===== src/rtl/keypad_entry_ctrl_if.sv =====
// Signal bundle between the keypad encoder / front panel / countdown timer (master)
// and keypad_entry_ctrl (slave).
interface keypad_entry_ctrl_if;
  logic [3:0]  bcd_in;
  logic        loadn;
  logic        start_n;
  logic        stop_n;
  logic        door_closed;
  logic        timer_zero;
  logic        enablen;
  logic [15:0] entry_time;
  logic        load_timer;
  logic        timer_run;
  logic        mag_on;
  logic        done;
  logic [2:0]  state;

  modport master (
    output bcd_in, loadn, start_n, stop_n, door_closed, timer_zero,
    input  enablen, entry_time, load_timer, timer_run, mag_on, done, state
  );

  modport slave (
    input  bcd_in, loadn, start_n, stop_n, door_closed, timer_zero,
    output enablen, entry_time, load_timer, timer_run, mag_on, done, state
  );
endinterface


===== src/rtl/keypad_entry_ctrl.sv =====
// Microwave keypad entry controller: captures BCD keys into an MM:SS entry register and
// sequences IDLE/ENTRY/COOK/PAUSE/DONE. Optional macro DEBOUNCE_EN adds a loadn low-time filter.
module keypad_entry_ctrl #(
  parameter int MAX_DIGITS      = 4,
  parameter int DEBOUNCE_CYCLES = 16,
  parameter int DONE_CYCLES     = 8
) (
  input logic                clk,
  input logic                rst,
  keypad_entry_ctrl_if.slave bus
);

  typedef enum logic [2:0] {
    S_IDLE  = 3'd0,
    S_ENTRY = 3'd1,
    S_COOK  = 3'd2,
    S_PAUSE = 3'd3,
    S_DONE  = 3'd4
  } state_t;

  localparam int CW  = $clog2(MAX_DIGITS + 1);
  localparam int DCW = $clog2(DONE_CYCLES + 1);

  function automatic logic is_bcd_digit(input logic [3:0] d);
    return (d <= 4'd9);
  endfunction

  state_t         state_r;
  state_t         state_nx;
  logic [1:0]     loadn_sync_r;
  logic [1:0]     start_sync_r;
  logic [1:0]     stop_sync_r;
  logic           loadn_synced_s;
  logic           start_s;
  logic           stop_s;
  logic           key_event_s;
  logic           accept_s;
  logic           key_drop_s;
  logic           shift_s;
  logic           entry_nonzero_s;
  logic           done_expired_s;
  logic [15:0]    entry_r;
  logic [CW-1:0]  digit_count_r;
  logic [DCW-1:0] done_cnt_r;
  logic           enablen_r;
  logic           load_timer_r;
  logic           timer_run_r;
  logic           mag_on_r;
  logic           done_r;
  logic           enablen_nx;
  logic           load_timer_nx;
  logic           timer_run_nx;
  logic           mag_on_nx;
  logic           done_nx;

  // Two-flop synchronisers for the asynchronous front-panel strobes.
  always_ff @(posedge clk or posedge rst) begin
    if (rst) begin
      loadn_sync_r <= 2'b11;
      start_sync_r <= 2'b11;
      stop_sync_r  <= 2'b11;
    end else begin
      loadn_sync_r <= {loadn_sync_r[0], bus.loadn};
      start_sync_r <= {start_sync_r[0], bus.start_n};
      stop_sync_r  <= {stop_sync_r[0], bus.stop_n};
    end
  end

  assign loadn_synced_s = loadn_sync_r[1];
  assign start_s        = ~start_sync_r[1];
  assign stop_s         = ~stop_sync_r[1];

`ifdef DEBOUNCE_EN
  localparam int DBW = $clog2(DEBOUNCE_CYCLES + 1);
  logic [DBW-1:0] deb_cnt_r;

  // Low-time counter: restarts on any high sample, saturates so a held key fires only once.
  always_ff @(posedge clk or posedge rst) begin
    if (rst) begin
      deb_cnt_r <= '0;
    end else if (loadn_synced_s) begin
      deb_cnt_r <= '0;
    end else if (deb_cnt_r != DBW'(DEBOUNCE_CYCLES)) begin
      deb_cnt_r <= deb_cnt_r + DBW'(1);
    end else begin
      deb_cnt_r <= deb_cnt_r;
    end
  end

  assign key_event_s = ~loadn_synced_s & (deb_cnt_r == DBW'(DEBOUNCE_CYCLES - 1));
`else
  logic loadn_prev_r;

  // Previous synced loadn, for falling-edge detection.
  always_ff @(posedge clk or posedge rst) begin
    if (rst) begin
      loadn_prev_r <= 1'b1;
    end else begin
      loadn_prev_r <= loadn_synced_s;
    end
  end

  assign key_event_s = loadn_prev_r & ~loadn_synced_s;
`endif

  // A start in ENTRY or any stop swallows a key arriving in the same cycle.
  assign accept_s        = key_event_s & ~enablen_r & ((state_r == S_IDLE) | (state_r == S_ENTRY));
  assign key_drop_s      = stop_s | (start_s & (state_r == S_ENTRY));
  assign shift_s         = accept_s & ~key_drop_s & is_bcd_digit(bus.bcd_in)
                           & (digit_count_r < CW'(MAX_DIGITS));
  assign entry_nonzero_s = |entry_r;
  assign done_expired_s  = (done_cnt_r == DCW'(DONE_CYCLES - 1));

  // State register.
  always_ff @(posedge clk or posedge rst) begin
    if (rst) begin
      state_r <= S_IDLE;
    end else begin
      state_r <= state_nx;
    end
  end

  // Next-state logic; stop is checked first everywhere except COOK, where a finished timer wins.
  always_comb begin
    state_nx = state_r;
    case (state_r)
      S_IDLE: begin
        if (shift_s) state_nx = S_ENTRY;
        else         state_nx = S_IDLE;
      end
      S_ENTRY: begin
        if (stop_s)                                          state_nx = S_IDLE;
        else if (start_s && bus.door_closed && entry_nonzero_s) state_nx = S_COOK;
        else                                                 state_nx = S_ENTRY;
      end
      S_COOK: begin
        if (bus.timer_zero)                     state_nx = S_DONE;
        else if (stop_s || !bus.door_closed)    state_nx = S_PAUSE;
        else                                    state_nx = S_COOK;
      end
      S_PAUSE: begin
        if (stop_s)                             state_nx = S_IDLE;
        else if (start_s && bus.door_closed)    state_nx = S_COOK;
        else                                    state_nx = S_PAUSE;
      end
      S_DONE: begin
        if (stop_s || done_expired_s) state_nx = S_IDLE;
        else                          state_nx = S_DONE;
      end
      default: state_nx = S_IDLE;
    endcase
  end

  // Output decode from the next state so every output is a flop aligned with state_r.
  always_comb begin
    enablen_nx    = 1'b1;
    load_timer_nx = 1'b0;
    timer_run_nx  = 1'b0;
    mag_on_nx     = 1'b0;
    done_nx       = 1'b0;
    case (state_nx)
      S_IDLE, S_ENTRY: begin
        enablen_nx = 1'b0;
      end
      S_COOK: begin
        timer_run_nx  = 1'b1;
        mag_on_nx     = 1'b1;
        load_timer_nx = (state_r == S_ENTRY);
      end
      S_PAUSE: begin
        enablen_nx = 1'b1;
      end
      S_DONE: begin
        done_nx = 1'b1;
      end
      default: begin
        enablen_nx = 1'b0;
      end
    endcase
  end

  // Registered outputs.
  always_ff @(posedge clk or posedge rst) begin
    if (rst) begin
      enablen_r    <= 1'b0;
      load_timer_r <= 1'b0;
      timer_run_r  <= 1'b0;
      mag_on_r     <= 1'b0;
      done_r       <= 1'b0;
    end else begin
      enablen_r    <= enablen_nx;
      load_timer_r <= load_timer_nx;
      timer_run_r  <= timer_run_nx;
      mag_on_r     <= mag_on_nx;
      done_r       <= done_nx;
    end
  end

  // Entry register: cleared whenever the machine rests in IDLE, shifts accepted digits otherwise.
  always_ff @(posedge clk or posedge rst) begin
    if (rst) begin
      entry_r       <= 16'h0000;
      digit_count_r <= '0;
    end else if (state_nx == S_IDLE) begin
      entry_r       <= 16'h0000;
      digit_count_r <= '0;
    end else if (shift_s) begin
      entry_r       <= {entry_r[11:0], bus.bcd_in};
      digit_count_r <= digit_count_r + CW'(1);
    end else begin
      entry_r       <= entry_r;
      digit_count_r <= digit_count_r;
    end
  end

  // Dwell counter for the DONE indication.
  always_ff @(posedge clk or posedge rst) begin
    if (rst) begin
      done_cnt_r <= '0;
    end else if (state_r == S_DONE) begin
      done_cnt_r <= done_cnt_r + DCW'(1);
    end else begin
      done_cnt_r <= '0;
    end
  end

  assign bus.enablen    = enablen_r;
  assign bus.load_timer = load_timer_r;
  assign bus.timer_run  = timer_run_r;
  assign bus.mag_on     = mag_on_r;
  assign bus.done       = done_r;
  assign bus.entry_time = entry_r;
  assign bus.state      = state_r;

endmodule


===== src/flat_wrapper.sv =====
// flat-port wrapper written by rule: the top's interface ports become plain ports
module keypad_entry_ctrl_flat 
#(
  parameter int MAX_DIGITS      = 4,
  parameter int DEBOUNCE_CYCLES = 16,
  parameter int DONE_CYCLES     = 8
)
  (clk, rst, bus_bcd_in, bus_loadn, bus_start_n, bus_stop_n, bus_door_closed, bus_timer_zero, bus_enablen, bus_entry_time, bus_load_timer, bus_timer_run, bus_mag_on, bus_done, bus_state);
  keypad_entry_ctrl_if bus_i ();
  input logic clk;
  input logic rst;
  input wire logic [$bits(bus_i.bcd_in)-1:0] bus_bcd_in;
  input wire logic [$bits(bus_i.loadn)-1:0] bus_loadn;
  input wire logic [$bits(bus_i.start_n)-1:0] bus_start_n;
  input wire logic [$bits(bus_i.stop_n)-1:0] bus_stop_n;
  input wire logic [$bits(bus_i.door_closed)-1:0] bus_door_closed;
  input wire logic [$bits(bus_i.timer_zero)-1:0] bus_timer_zero;
  output wire logic [$bits(bus_i.enablen)-1:0] bus_enablen;
  output wire logic [$bits(bus_i.entry_time)-1:0] bus_entry_time;
  output wire logic [$bits(bus_i.load_timer)-1:0] bus_load_timer;
  output wire logic [$bits(bus_i.timer_run)-1:0] bus_timer_run;
  output wire logic [$bits(bus_i.mag_on)-1:0] bus_mag_on;
  output wire logic [$bits(bus_i.done)-1:0] bus_done;
  output wire logic [$bits(bus_i.state)-1:0] bus_state;
  assign bus_i.bcd_in = bus_bcd_in;
  assign bus_i.loadn = bus_loadn;
  assign bus_i.start_n = bus_start_n;
  assign bus_i.stop_n = bus_stop_n;
  assign bus_i.door_closed = bus_door_closed;
  assign bus_i.timer_zero = bus_timer_zero;
  assign bus_enablen = bus_i.enablen;
  assign bus_entry_time = bus_i.entry_time;
  assign bus_load_timer = bus_i.load_timer;
  assign bus_timer_run = bus_i.timer_run;
  assign bus_mag_on = bus_i.mag_on;
  assign bus_done = bus_i.done;
  assign bus_state = bus_i.state;
  keypad_entry_ctrl #(.MAX_DIGITS(MAX_DIGITS), .DEBOUNCE_CYCLES(DEBOUNCE_CYCLES), .DONE_CYCLES(DONE_CYCLES)) u_core (.clk(clk), .rst(rst), .bus(bus_i));
endmodule

===== config.mk =====
export PLATFORM = sky130hd
export DESIGN_NAME = keypad_entry_ctrl_flat
export DESIGN_NICKNAME = d
export VERILOG_FILES = /design/src/rtl/keypad_entry_ctrl_if.sv /design/src/rtl/keypad_entry_ctrl.sv /design/src/flat_wrapper.sv
export SDC_FILE = /design/constraint.sdc
export NUM_CORES = 1
export LEC_CHECK = 0
export ABC_AREA = 1
export CAP_MARGIN = 15
export CORE_MARGIN = 4
export CORE_UTILIZATION = 35
export CTS_CLUSTER_SIZE = 40
export DETAILED_ROUTE_END_ITERATION = 6
export GPL_ROUTABILITY_DRIVEN = 0
export SETUP_SLACK_MARGIN = 0.3
export SYNTH_ARGS = -nofsm -noshare
export SYNTH_HDL_FRONTEND = slang
export SYNTH_SLANG_ARGS = --single-unit

===== constraint.sdc =====
create_clock -name clk -period 2.2 [get_ports clk]
set_clock_uncertainty 0.05 [all_clocks]
set_input_delay 0.44 -clock clk [delete_from_list [all_inputs] [get_ports clk]]
set_output_delay 0.44 -clock clk [all_outputs]
set_load 0.02 [all_outputs]

; ---- Word-level counts from Yosys, hierarchy flattened
; Index checks and enable logic that the tools add are counted.
; W data, S select, Z words.
[classes]
reduce_logical = 10
magnitude_cmp = 2
shifts = 0
n_mul = 0
n_addsub = 2
n_bitwise = 14
mux = 18
div = 0
n_eq_ne = 8
[ops]
columns = op, count
row1 = $mux W16, 2
row2 = $mux W3, 6
row3 = $reduce_or A16 Y1, 1
row4 = $pmux W3 S5, 1
row5 = $eq A3 B2 Y1 const B, 4
row6 = $and A1 B1 Y1, 7
row7 = $mux W1, 7
row8 = $eq A3 B3 Y1 const B, 2
row9 = $logic_not A3 Y1, 2
row10 = $not A1 Y1, 5
row11 = $add A4 B1 Y4 const B, 1
row12 = $eq A4 B3 Y1 const B, 1
row13 = $le A4 B4 Y1 const B, 1
row14 = $mux W4, 1
row15 = $add A3 B1 Y3 const B, 1
row16 = $eq A3 B1 Y1 const B, 1
row17 = $lt A3 B3 Y1 const B, 1
row18 = $reduce_or A3 Y1, 1
row19 = $logic_and A1 B1 Y1, 2
row20 = $logic_or A1 B1 Y1, 2
row21 = $mux W2, 1
row22 = $or A1 B1 Y1, 2
row23 = $reduce_bool A2 Y1, 1
row24 = $logic_not A1 Y1, 1
[totals]
output_inout_bits = 24
latch_bits = 0
mem_bits_rw = 0
mem_bits_ro = 0
word_cells = 66
inputBits = 11
regBits = 37
n_memories = 0

; ---- Logic depth before layout (Yosys ltp)
[logic_depth]
depth_word = 12
ltp_mapped = 12

; ---- Least setup slack after synthesis
; No wires, ideal clock.
[synth_path]
path_kind = flip-flop to flip-flop
startpoint = register u_core.state_r[1] (netlist: u_core.bus.state[1])
endpoint = register u_core.entry_r[0] (netlist: u_core.bus.entry_time[0])
arrival_ns = 1.533
setup_slack_ns = 0.506
setup_time_ns = 0.111
n_path_buf = 1
stages_incl_launch_ff = 10
synth_period_minus_slack_ns = 1.694
required_time_ns = 2.039
cell_sequence = dfrtp_1 > nor2_4 > nand3b_1 > nand4_4 > nor2_2 > nor2_2 > nand3_4 > buf_12 > nand2_2 > inv_2
[synth_via]
elab_chain_cells = 11
word_cells_on_any_way = 18
[synth_lines]
columns = element, line_no
row1 = start: declaration, keypad_entry_ctrl.sv:28  ; state_t state_r;
row2 = start signal: assignment, keypad_entry_ctrl.sv:119  ; state_r <= state_nx;
row3 = $eq A3 B1 Y1, "keypad_entry_ctrl.sv:107, keypad_entry_ctrl.sv:108, keypad_entry_ctrl.sv:126"
row4 = $and A1 B1 Y1, keypad_entry_ctrl.sv:108  ; assign key_drop_s = stop_s | (start_s & (state_r == S_ENTRY));
row5 = $or A1 B1 Y1, keypad_entry_ctrl.sv:108
row6 = $not A1 Y1, keypad_entry_ctrl.sv:109  ; assign shift_s = accept_s & ~key_drop_s & is_bcd_digit(bus.bcd_in)
row7 = $and A1 B1 Y1 (2 in a row), keypad_entry_ctrl.sv:109
row8 = $and A1 B1 Y1, keypad_entry_ctrl.sv:110  ; & (digit_count_r < CW'(MAX_DIGITS));
row9 = $mux W1, keypad_entry_ctrl.sv:128  ; if (shift_s) state_nx = S_ENTRY;
row10 = $pmux W3 S5, keypad_entry_ctrl.sv:126  ; case (state_r)
row11 = $logic_not A3 Y1, keypad_entry_ctrl.sv:204  ; end else if (state_nx == S_IDLE) begin
row12 = $mux W16 / $reduce_bool A2 Y1 (equally long branches), -
row13 = end signal: assignment, keypad_entry_ctrl.sv:208  ; entry_r <= {entry_r[11:0], bus.bcd_in};
row14 = end signal: assignment, keypad_entry_ctrl.sv:211  ; entry_r <= entry_r;
row15 = end: declaration, keypad_entry_ctrl.sv:42  ; logic [15:0] entry_r;
; Several ways; a longest one is shown, not always the timed one.
; A chain may end at the register's enable or synchronous reset.

; ---- Final worst setup path
[layout_path]
startpoint = register u_core.state_r[0] (netlist: u_core.bus.state[0])
endpoint = output bus_state[0]
[layout_lines]
columns = element, line_no
row1 = end: declaration, flat_wrapper.sv:24  ; output wire logic [$bits(bus_i.state)-1:0] bus_state;
; No word-level cell between the ends.

==> metrics list <==
- DRC: 0
* Count of different cell masters after synthesis: 24
- After synthesis, the mean cell area works out to 8.45 µm².
- Final TNS setup: 0 ns
- From left edge to right edge, the die measures 78.5 µm.
* Final hold vios: 0
* Commonest non-fill, non-tap cells in the layout: inv_1 (43), nand2_1 (41), clkdlybuf4s50_1 (33)
- The number of nets handed over by synthesis was 219.
* Outcome: complete, no violations
- In the final layout, the share of cells above drive strength 1 is 18.6%.
- Total I/O pin count: 35
- The repair_antennas step left the layout with diodes totalling 0.
- Total congestion overflow: 0
* Total of fill cells in the finished design: 492
* TritonCTS clock tree: yes
- Power spread over the standard cell area amounts to 607 nW/µm².
- The largest individual stage delay along the critical path comes from the cell clkdlybuf4s50_1.
* Worst hold path type: reg2reg
- The routed design has 3.10 mm of wire.
- STA puts the critical path data arrival time at 1.36 ns.
- Endpoint required time on the critical path: 1.71 ns
* Cts bufs inserted: 5
- In the routed layout, each cell is associated on average with a via count of 4.13.
- Aggregate global-route resource usage: 11.9%
* Initial antenna violation count: 0
- Number of max-cap violations: 0
* Worst slew margin relative to its limit: 70.1%
* Net count reported at finish: 259
- Row generation in the floorplan step produced 25 rows.
* Count of final max-slew check failures: 0
- In this run, synthesis produced a sequential element count of 37.
* Dominant synthesized flop cell: dfrtp_1
- EDFF count, synth: 0
* Router iterations before antenna repair: 4
- Once detailed placement completed, the half-perimeter wirelength came to 2.25 mm.
* Synthesized netlist cell count: 206
* Cell count along the critical path: 1
- Entering global routing, the biggest net connects 38 pins.
- Walking the worst path, the cells encountered are clkdlybuf4s50_1.
- The number of buffers and inverters on the critical path is 1.
* Portion of the post-synthesis area used by sequential elements: 53.7%
- The kind of cell with the highest combined delay along the critical path is buffers and inverters.
- Largest fanout on the critical path: 5
* Bufs on Longest Clock Path: 2
- Summed over all cells, the static leakage comes to 0.00120 µW.
- Global-route wire length before repair: 5.78 mm
- IR analysis of the VDD net gives a maximum drop of 0.245 mV.
- In this run the number of H-tree levels came out at 2.
* Count of endpoints failing setup in the final report: 0
* Effective utilization at floorplan: 36.6%
* Critical Path Source Type: flop
- Clock Tree Root: clkbuf_8
- Number of sinks on the clock net: 37
- Cell Area, Synth: 1740 µm²
- Min Tclk post-route: 1.85 ns
- Across all layers, the routed design uses 1297 vias.
- The number of global-route vias before repair was 1332.
- Unrepaired setup endpoints after global routing: false
- Number of design-rule violations left by the first detailed-router iteration: 69
* Power after layout: 1390 µW
- Crit share post-route: 84.2%
* Worst hold path stage count: 0
- Yosys printed 0 warnings.
- For this run, asynchronously set or reset flops after synthesis account for 100%.
- Slew at the pin closest to its max-slew limit: 0.445 ns
* Core area: 4750 µm²
* Routed wire length per instance: 9.89 µm
- Total die area: 6160 µm²
- Leaving out fill and tap cells, the most frequent cell in the layout is inv_1.
* Critical setup path kind: reg2out
* Largest stage delay, worst path: 0.64 ns
- The floorplan step set the die height to 78.5 µm.
- At the later pin of the worst-skew pair, clock insertion delay measures 0.29 ns.
- Compared with the post-synthesis result, the final layout area differs by 31.6%.
- Clock-pin slew was measured on the worst setup and hold paths at 0.07 ns.
- STA classifies the critical path endpoint as an output pin.
* Worst hold margin: 0.306 ns
* Maximum operating frequency: 0.540 GHz
* Cell depth of the worst flop-to-flop path: 6
- Antenna Violating Nets Remaining: 0
* Number of buffer cells added on primary ports: 34
[what timing repair did]
item,4_1_cts,5_1_grt
buffers inserted,0,1
endpoints found under the hold margin,0,0
gates resized for setup,1,2
endpoints found under the setup margin,1,19
hold buffers,0,0
cloned,0,0
[per-stage QoR]
| step | area, µm² | std cells | worst slack, ns | util, % |
|---|---|---|---|---|
| 2_1_floorplan | 1740 | 206 | 0.506 | - |
| 3_3_place_gp | 2150 | 305 | 0.0807 | 45.2 |
| 3_5_place_dp | 2150 | 305 | 0.0325 | 45.2 |
| 4_1_cts | 2260 | 313 | 0.331 | 47.6 |
| 5_1_grt | 2290 | 314 | 0.309 | 48.2 |
| 6_report | 2290 | 314 | 0.348 | 48.2 |
[per-layer routing]
layer  up-vias  track usage, %  wire [µm]
met5         -               0          0
met4         0            7.69        103
met3         9            2.41        135
met2        31            18.4       1410
met1       573            14.9       1450
li1        684               -          -
[registers in the layout, summed over array words and instances, names as in the netlist]
name	flops
u_core.loadn_sync_r	2
u_core.bus.entry_time	16
u_core.start_sync_r	2
u_core.bus.load_timer	1
u_core.bus.timer_run	1
u_core.bus.enablen	1
u_core.bus.done	1
u_core.done_cnt_r	4
u_core.bus.state	3
u_core.digit_count_r	3
u_core.stop_sync_r	2
u_core.loadn_prev_r	1
[area by class of cell]
class	count	area, µm²	area share [%]
flip-flops and latches	37	935	40.8
multi-input cells	111	576	25.1
repair buffers	38	382	16.7
inverters	53	199	8.68
clock buffers	7	86.3	3.77
well taps	67	83.8	3.66
clock inverters	1	30.0	1.31
[cell usage after synthesis (2+ instances only)]
master / instances / share of area [%]
inv_1: 43 / 9.3
nand2_1: 41 / 8.8
dfrtp_1: 30 / 43
nor2_1: 19 / 4.1
o21ai_0: 19 / 5.5
nand2_2: 11 / 4.0
inv_2: 10 / 2.2
dfstp_2: 7 / 11
clkbuf_1: 3 / 0.65
nand3_1: 3 / 0.86
a21oi_1: 2 / 0.58
ha_1: 2 / 1.4
nand3b_1: 2 / 0.86
nand4_1: 2 / 0.72
nor2_2: 2 / 0.72
nor2_4: 2 / 1.3
[final timing paths]
path	from	end	slack, ns
worst max-delay path	u_core.bus.state[0]	bus_state[0]	0.35
worst min-delay path	u_core.stop_sync_r[0]	u_core.stop_sync_r[1]	0.31
worst max register to register	u_core.bus.state[1]	u_core.bus.entry_time[8]	0.48
worst min register to register	u_core.stop_sync_r[0]	u_core.stop_sync_r[1]	0.31
max in group asynchronous	rst	u_core.stop_sync_r[1]	1.26
min in group asynchronous	rst	u_core.digit_count_r[1]	0.50
[report_power, final]
group | total (µW) | switching (µW) | internal, µW
registers | 701 | 6.44 | 694
logic | 91.2 | 52.6 | 38.6
clock network | 598 | 229 | 369
[cells by family after synthesis]
logic type,after synthesis,synth area share [%]
flops,37,53.7
buf+inv,58,13.7
simple gates,85,23.9
compound gates,23,6.83
xor+xnor,1,0.503
fa+ha+maj,2,1.44
(Power assumes the default switching activity.)
